## config.mk

```make
export PLATFORM = sky130hd
export DESIGN_NAME = pos_decode
export DESIGN_NICKNAME = d
export VERILOG_FILES = /design/src/rtl/pos_decode.sv
export SDC_FILE = /design/constraint.sdc
export NUM_CORES = 1
export LEC_CHECK = 0
export BUFFER_PORTS_ARGS = -buffer_cell sky130_fd_sc_hd__buf_2
export CAP_MARGIN = 40
export CORE_MARGIN = 4
export CORE_UTILIZATION = 60
export CTS_CLUSTER_DIAMETER = 50
export DETAILED_ROUTE_END_ITERATION = 12
export PLACE_DENSITY_LB_ADDON = 0.2
export SYNTH_ARGS = -nofsm -noshare
export SYNTH_HDL_FRONTEND = slang
export SYNTH_SLANG_ARGS = --single-unit
```

## constraint.sdc

```tcl
create_clock -name clk -period 2.7 [get_ports clk]
set_input_delay 0.54 -clock clk [delete_from_list [all_inputs] [get_ports clk]]
set_output_delay 0.54 -clock clk [all_outputs]
set_load 0.02 [all_outputs]
```

## src/rtl/pos_decode.sv

```systemverilog
// pos_decode: averages accumulated X/Y coordinate sums over a neighbour count with a
// bit-serial restoring divider. Define POS_DECODE_ROUND_EN for round-half-up averaging.
module pos_decode #(
    parameter int LBL_LEN  = 10,
    parameter int CSUM_LEN = 7,
    parameter int CNT_LEN  = 4
) (
    input  logic                clk,
    input  logic                rst,
    input  logic [CSUM_LEN-1:0] inXSum,
    input  logic [CSUM_LEN-1:0] inYSum,
    input  logic [CNT_LEN-1:0]  inCount,
    input  logic                inValid,
    output logic                inReady,
    output logic [LBL_LEN-1:0]  outL,
    output logic                outErr,
    output logic                outValid,
    input  logic                inAck
);
    // state  | meaning
    // IDLE   | waiting for a request, inReady high
    // DIVIDE | one quotient bit per cycle for X and Y
    // DONE   | result presented until inAck
    typedef enum logic [1:0] {IDLE, DIVIDE, DONE} state_t;

    localparam int DW = CSUM_LEN + 1;
    localparam int HW = LBL_LEN / 2;
    localparam int CW = $clog2(DW);
    localparam int SW = (DW > HW) ? DW : HW;
    localparam logic [SW-1:0] QMAX = SW'((1 << HW) - 1);

    state_t               state_q, state_d;
    logic [DW-1:0]        xdiv_q, xdiv_d, ydiv_q, ydiv_d;
    logic [CNT_LEN-1:0]   xrem_q, xrem_d, yrem_q, yrem_d;
    logic [CNT_LEN-1:0]   divisor_q, divisor_d;
    logic [CW-1:0]        cnt_q, cnt_d;
    logic [LBL_LEN-1:0]   outL_q, outL_d;
    logic                 outErr_q, outErr_d;
    logic [DW-1:0]        xdvd, ydvd;

`ifdef POS_DECODE_ROUND_EN
    assign xdvd = {1'b0, inXSum} + DW'(inCount >> 1);
    assign ydvd = {1'b0, inYSum} + DW'(inCount >> 1);
`else
    assign xdvd = {1'b0, inXSum};
    assign ydvd = {1'b0, inYSum};
`endif

    // Dividend shifts out MSB-first while quotient bits shift in at the LSB.
    function automatic logic [CNT_LEN+DW-1:0] div_step(input logic [CNT_LEN-1:0] rem,
                                                       input logic [DW-1:0]      dvd,
                                                       input logic [CNT_LEN-1:0] dvs);
        logic [CNT_LEN:0]   trial;
        logic [CNT_LEN-1:0] diff;
        trial = {rem, dvd[DW-1]};
        diff  = trial[CNT_LEN-1:0] - dvs;
        if (trial >= {1'b0, dvs})
            return {diff, dvd[DW-2:0], 1'b1};
        else
            return {trial[CNT_LEN-1:0], dvd[DW-2:0], 1'b0};
    endfunction

    function automatic logic [HW-1:0] sat(input logic [DW-1:0] q);
        logic [SW-1:0] qw;
        qw = SW'(q);
        return (qw > QMAX) ? QMAX[HW-1:0] : qw[HW-1:0];
    endfunction

    always_ff @(posedge clk or posedge rst) begin
        if (rst) begin
            state_q   <= IDLE;
            xdiv_q    <= '0;
            ydiv_q    <= '0;
            xrem_q    <= '0;
            yrem_q    <= '0;
            divisor_q <= '0;
            cnt_q     <= '0;
            outL_q    <= '0;
            outErr_q  <= 1'b0;
        end else begin
            state_q   <= state_d;
            xdiv_q    <= xdiv_d;
            ydiv_q    <= ydiv_d;
            xrem_q    <= xrem_d;
            yrem_q    <= yrem_d;
            divisor_q <= divisor_d;
            cnt_q     <= cnt_d;
            outL_q    <= outL_d;
            outErr_q  <= outErr_d;
        end
    end

    always_comb begin
        state_d = state_q;
        case (state_q)
            IDLE:    if (inValid) state_d = DIVIDE;
            DIVIDE:  if (cnt_q == '0) state_d = DONE;
            DONE:    if (inAck) state_d = IDLE;
            default: state_d = IDLE;
        endcase
    end

    // A zero count spends a single DIVIDE cycle so the error result lands one edge after accept.
    always_comb begin
        xdiv_d    = xdiv_q;
        ydiv_d    = ydiv_q;
        xrem_d    = xrem_q;
        yrem_d    = yrem_q;
        divisor_d = divisor_q;
        cnt_d     = cnt_q;
        outL_d    = outL_q;
        outErr_d  = outErr_q;
        case (state_q)
            IDLE: begin
                if (inValid) begin
                    xdiv_d    = xdvd;
                    ydiv_d    = ydvd;
                    xrem_d    = '0;
                    yrem_d    = '0;
                    divisor_d = inCount;
                    cnt_d     = (inCount == '0) ? '0 : CW'(DW - 1);
                end
            end
            DIVIDE: begin
                if (divisor_q != '0) begin
                    {xrem_d, xdiv_d} = div_step(xrem_q, xdiv_q, divisor_q);
                    {yrem_d, ydiv_d} = div_step(yrem_q, ydiv_q, divisor_q);
                end
                cnt_d = cnt_q - 1'b1;
                if (cnt_q == '0) begin
                    if (divisor_q == '0) begin
                        outL_d   = '0;
                        outErr_d = 1'b1;
                    end else begin
                        outL_d   = LBL_LEN'({sat(xdiv_d), sat(ydiv_d)});
                        outErr_d = 1'b0;
                    end
                end
            end
            default: ;
        endcase
    end

    always_comb begin
        inReady  = (state_q == IDLE);
        outValid = (state_q == DONE);
        outL     = outL_q;
        outErr   = outErr_q;
    end

endmodule

```

* Yosys cells after proc, flatten, opt, wreduce, memory -nomap -nowiden
Cells that the tools add are included.
** Operators by class
- Add/sub/neg operators :: 3
- Reduce and logical (&&, ||, !) cells :: 11
- Mux-type cells :: 26
- Eq/ne operators :: 6
- Magnitude comparators :: 4
** Operator list (count)
- $mux 8 :: 6
- $pmux 8 s2 :: 2
- $mux 12 :: 2
- $gt 8x5->1 const B :: 2
- $pmux 4 s2 :: 2
- $mux 4 :: 3
- $ge 5x4->1 :: 2
- $mux 10 :: 1
- $mux 5 :: 2
- $logic_not 4->1 :: 2
- $sub 4x4->4 :: 2
- $mux 2 :: 3
- $mux 3 :: 2
- $ne 2x2->1 const B :: 3
- $pmux 2 s3 :: 1
- $pmux 3 s2 :: 1
- $reduce_and 2->1 :: 3
- $reduce_and 3->1 :: 2
- $reduce_bool 4->1 :: 1
- $logic_not 3->1 :: 1
- $sub 3x1->3 const B :: 1
- $eq 2x1->1 const B :: 1
- $eq 2x2->1 const B :: 1
- $logic_not 2->1 :: 1
- other kinds (3) :: 3
** Word-level totals
- Input bits :: 22
- Flip-flop bits (word level) :: 44
- Output and inout port bits :: 13
- Logic and storage cells :: 59

* Logic depth before layout (Yosys ltp)
- Depth after elaboration :: 7
- Depth in mapped cells :: 7
- Mapped depth without buffers :: 6

* Least setup slack after synthesis
No wires, ideal clock.
- Path kind :: register to register
- Start point :: register divisor_q[2]
- End point :: register outL_q[5] (netlist: outL[5])
- Period minus slack after synthesis :: 1758 ps
- Buffers on the path :: 0
- Arrival :: 1637 ps
- Setup time :: 121 ps
- Path slack :: 942 ps
- Cell stages (with the launch flop) :: 7
- Data required time :: 2579 ps
- Path through :: dfrtp_1 > inv_1 > ha_1 > or2_1 > a211o_1 > a21o_1 > a22o_1
** Between the ends
- Cells in the longest elaborated chain, start to end :: 7
- Elaborated cells between the ends (all ways) :: 9
- Classes of those cells :: order compare: 2; mux: 5; reduce/logical: 2
** Ends and longest elaborated chain
- from (decl) :: line 35 : logic [CNT_LEN-1:0] divisor_q, divisor_d;
- from (signal assigned) :: line 86 : divisor_q <= divisor_d;
- $ge 5x4->1 :: line 57 : if (trial >= {1'b0, dvs})
- $mux 12 :: line 57
- $mux 8 :: line 125 : if (divisor_q != '0) begin
- $mux 8 :: line 113 : case (state_q)
- $gt 8x5->1 :: line 66 : return (qw > QMAX) ? QMAX[HW-1:0] : qw[HW-1:0];
- $mux 5 :: line 66
- $mux 10 * :: line 131 : if (divisor_q == '0) begin
- to (signal assigned) :: line 88 : outL_q <= outL_d;
- to (decl) :: line 37 : logic [LBL_LEN-1:0] outL_q, outL_d;
Mark *: on every way between the ends. The rest lies on a longest branch, timed or not. The select of a mux whose other input is x is not followed.
A chain may end at the register's enable or synchronous reset.

* Worst setup path in the final report
- Start point :: register divisor_q[2]
- End point :: register xrem_q[1]
** Between the ends
- Cells in the longest elaborated chain, start to end :: 4
- Elaborated cells between the ends (all ways) :: 7
- Classes of those cells :: order compare: 1; eq/ne: 1; mux: 3; reduce/logical: 2
** Ends and longest elaborated chain
- $ge 5x4->1 :: line 57
- $mux 12 :: line 57
- $mux 4 :: line 125
- $pmux 4 s2 :: line 113
- to (signal assigned) :: line 84 : xrem_q <= xrem_d;
- to (decl) :: line 34 : logic [CNT_LEN-1:0] xrem_q, xrem_d, yrem_q, yrem_d;
Parallel ways exist; a longest one is shown, timed or not. The select of a mux whose other input is x is not followed.

==> flow_summary.json <==
{
  "cts_buffers": 5,
  "ys_types": 40,
  "fin_cells": 325,
  "tritoncts": "done",
  "drtIter0Drc": 128,
  "clkSinkCount": 44,
  "grtUsageTotal_pct": 21.4,
  "rsz0062_at_grt": "no",
  "cts_setup_buffers": 0,
  "setup-tns-final_ps": 0,
  "synth_top_family_by_area": "compound AO/OA/AOI/OAI gates",
  "r2r_slack_ps": 750,
  "ir_drop_uv": 778,
  "async_flop_share_pct": 100,
  "grt_pass1_vias": 1756,
  "synth_compound_area_share_pct": 19.5,
  "die_w_microns": 70.2,
  "synthesis.nets": 278,
  "clk_latency_ps": 300,
  "routed_wl_microns": 4940,
  "final_nets": 310,
  "synth_flop_cell": "dfrtp_1",
  "syn_area_per_cell_sq_um": 9.53,
  "synthAdderAreaFrac_pct": 7.10,
  "hpwl_microns": 3580,
  "crit_end": "xrem_q[1]$_DFFE_PP0P_",
  "startpoint": "divisor_q[2]$_DFFE_PP0P_",
  "r2r_cells": 6,
  "slew_headroom_pct": 42.8,
  "drive_above_1_share_pct": 17.3,
  "path_clk_slew_ps": 80,
  "critical_path_arrival_ps": 2160,
  "grt_max_degree": 45,
  "synth-simple-area-share_pct": 18.3,
  "p_leak_nw": 1.22,
  "finalSetupViolations": 0,
  "ys_warn_count": 0,
  "endpoint_kind": "flip-flop",
  "critPathRequiredTime_ps": 2910,
  "p_total_mw": 3.92,
  "slew_viol_final": 0,
  "vias": 1867,
  "holdCritPathClass": "input port to async pin",
  "ant_nets": 0,
  "firstDrtPassIters": 4,
  "post-place-cells": 317,
  "dieArea_sq_um": 4930,
  "fmax_ghz": 0.514,
  "powerDensity_nw_per_um2": 1490,
  "start_util_pct": 62.6,
  "crit_path_start_kind": "flip-flop",
  "period_minus_slack_ps": 1950,
  "die_height_microns": 70.2,
  "core_area_sq_um": 3720,
  "cts_resized": 0,
  "crit_type": "flip-flop to flip-flop",
  "syn_area_sq_um": 2320,
  "setup_slack_ps": 753,
  "cts-root-buf": "clkbuf_8",
  "area_growth_pct": 13.0,
  "synth_xor_area_share_pct": 1.88,
  "syn_inst": 244,
  "timing.rr.start": "divisor_q[2]$_DFFE_PP0P_",
  "num_antenna_cells": 0,
  "grt_first_pass_wirelength_microns": 8470,
  "cts_max_level": 2,
  "drcViolationCount": 0,
  "boundaryPins": 35,
  "io_buffer_count": 34,
  "status": "completed",
  "cts.path.max_buffers": 2,
  "place_area_sq_um": 2500,
  "hold_viol": 0,
  "tightest_slew_ps": 855,
  "gp_congestion": 0.912,
  "ys_ff_latch": 44,
  "wl_per_cell_microns": 15.2,
  "place_ws_ps": 777,
  "clock-skew-final_ps": 7.31,
  "fin_area_sq_um": 2630,
  "path_max_fanout": 4,
  "r2r-end": "xrem_q[1]$_DFFE_PP0P_",
  "maxCapViolations": 0,
  "synthMuxAreaShare_pct": 0.969,
  "ctsHoldBuffers": 0,
  "synth_edf_count": 0,
  "vias_per_cell": 5.74,
  "period_share_pct": 72.1,
  "num_rows": 22,
  "antenna_found_initial": 0,
  "synth-seq-area-share_pct": 47.4,
  "grt_overflow": 0
}
-- worst min path at each step --
stage | startpoint | to | slack, ps | cells past startpoint
3_5_place_dp | outL[6]$_DFFE_PP0P_ | outL[6]$_DFFE_PP0P_ | 470 | 2
5_1_grt | rst | outErr$_DFFE_PP0P_ | 430 | 3
6_report | rst | outL[9]$_DFFE_PP0P_ | 360 | 3
4_1_cts | rst | outL[5]$_DFFE_PP0P_ | 390 | 3
3_3_place_gp | outL[9]$_DFFE_PP0P_ | outL[9]$_DFFE_PP0P_ | 450 | 2
2_1_floorplan | xdiv_q[6]$_DFFE_PP0P_ | xdiv_q[7]$_DFFE_PP0P_ | 470 | 2
-- synth_stat cells, types with 3 or more instances --
library cell / instances / area [sq um]
o311ai_1: 4 / 35.0
nor2_1: 28 / 105
o22ai_1: 12 / 75.1
nand2b_1: 4 / 25.0
inv_1: 13 / 48.8
xor2_1: 3 / 26.3
a21o_1: 4 / 30.0
dfrtp_1: 44 / 1100
nand3_1: 14 / 70.1
o211ai_1: 11 / 82.6
clkbuf_1: 5 / 18.8
o21ai_0: 25 / 125
nor2b_1: 3 / 18.8
nand2_1: 26 / 97.6
ha_1: 10 / 125
-- kinds of logic after synthesis --
kind of cell,Yosys count
xor+xnor,5
buf+inv,24
compound gates,70
flops,44
fa+ha+maj,12
simple gates,88
mux,1
-- per-layer routing --
metal	vias up	share of wire, %	global-route usage, %	wire length [microns]
met3	8	4.5	4.03	223
met4	0	1.6	6.81	80
met1	886	47	31.3	2330
met2	43	47	32.1	2310
li1	930	-	-	-
met5	-	0	0	0
-- worst max-delay path, stage by stage (launching register included) --
cell	delay, ps
dfrtp_1	380
inv_1	90
ha_1	330
or2_1	260
a211oi_1	500
o211ai_1	160
o211ai_1	150
-- registers in the layout, summed over array words and instances, names as in the netlist --
| signal | count |
|---|---|
| outErr | 1 |
| xdiv_q | 8 |
| xrem_q | 4 |
| divisor_q | 4 |
| ydiv_q | 8 |
| yrem_q | 4 |
| state_q | 2 |
| cnt_q | 3 |
| outL | 10 |
-- layout by cell type, fill, tap and decap left out, drive strengths merged, types with 3 or more instances in the layout --
cell	synthesis	final
nand2b	4	4
nand2	27	27
o311ai	4	4
xor2	3	3
nor2b	3	3
o211ai	11	11
nor2	28	28
o21ai	27	27
nand3	14	14
nor4	3	3
a21o	4	4
ha	10	10
clkbuf	5	6
o22ai	12	12
dfrtp	44	44
inv	13	13
buf	6	36
-- power by group --
part           switching [mW]  internal [mW]  leakage, nW
combinational            1.30          0.835        0.635
sequential              0.250           1.01        0.528
clock                   0.226          0.302       0.0614
-- area by class of cell --
type / count / area [sq um]
multi-input cells: 176 / 1110
flip-flops and latches: 44 / 1100
fillers: 293 / 1090
repair buffers: 36 / 185
clock buffers: 6 / 82.6
well taps: 48 / 60.1
inverters: 13 / 48.8
clock inverters: 2 / 38.8
-- stage by stage --
stage	hold slack (ps)	util, %
2_1_floorplan	470	-
3_3_place_gp	455	67.4
3_5_place_dp	468	67.4
4_1_cts	395	70.7
5_1_grt	427	70.7
6_report	363	70.7
(Power assumes the default switching activity.)
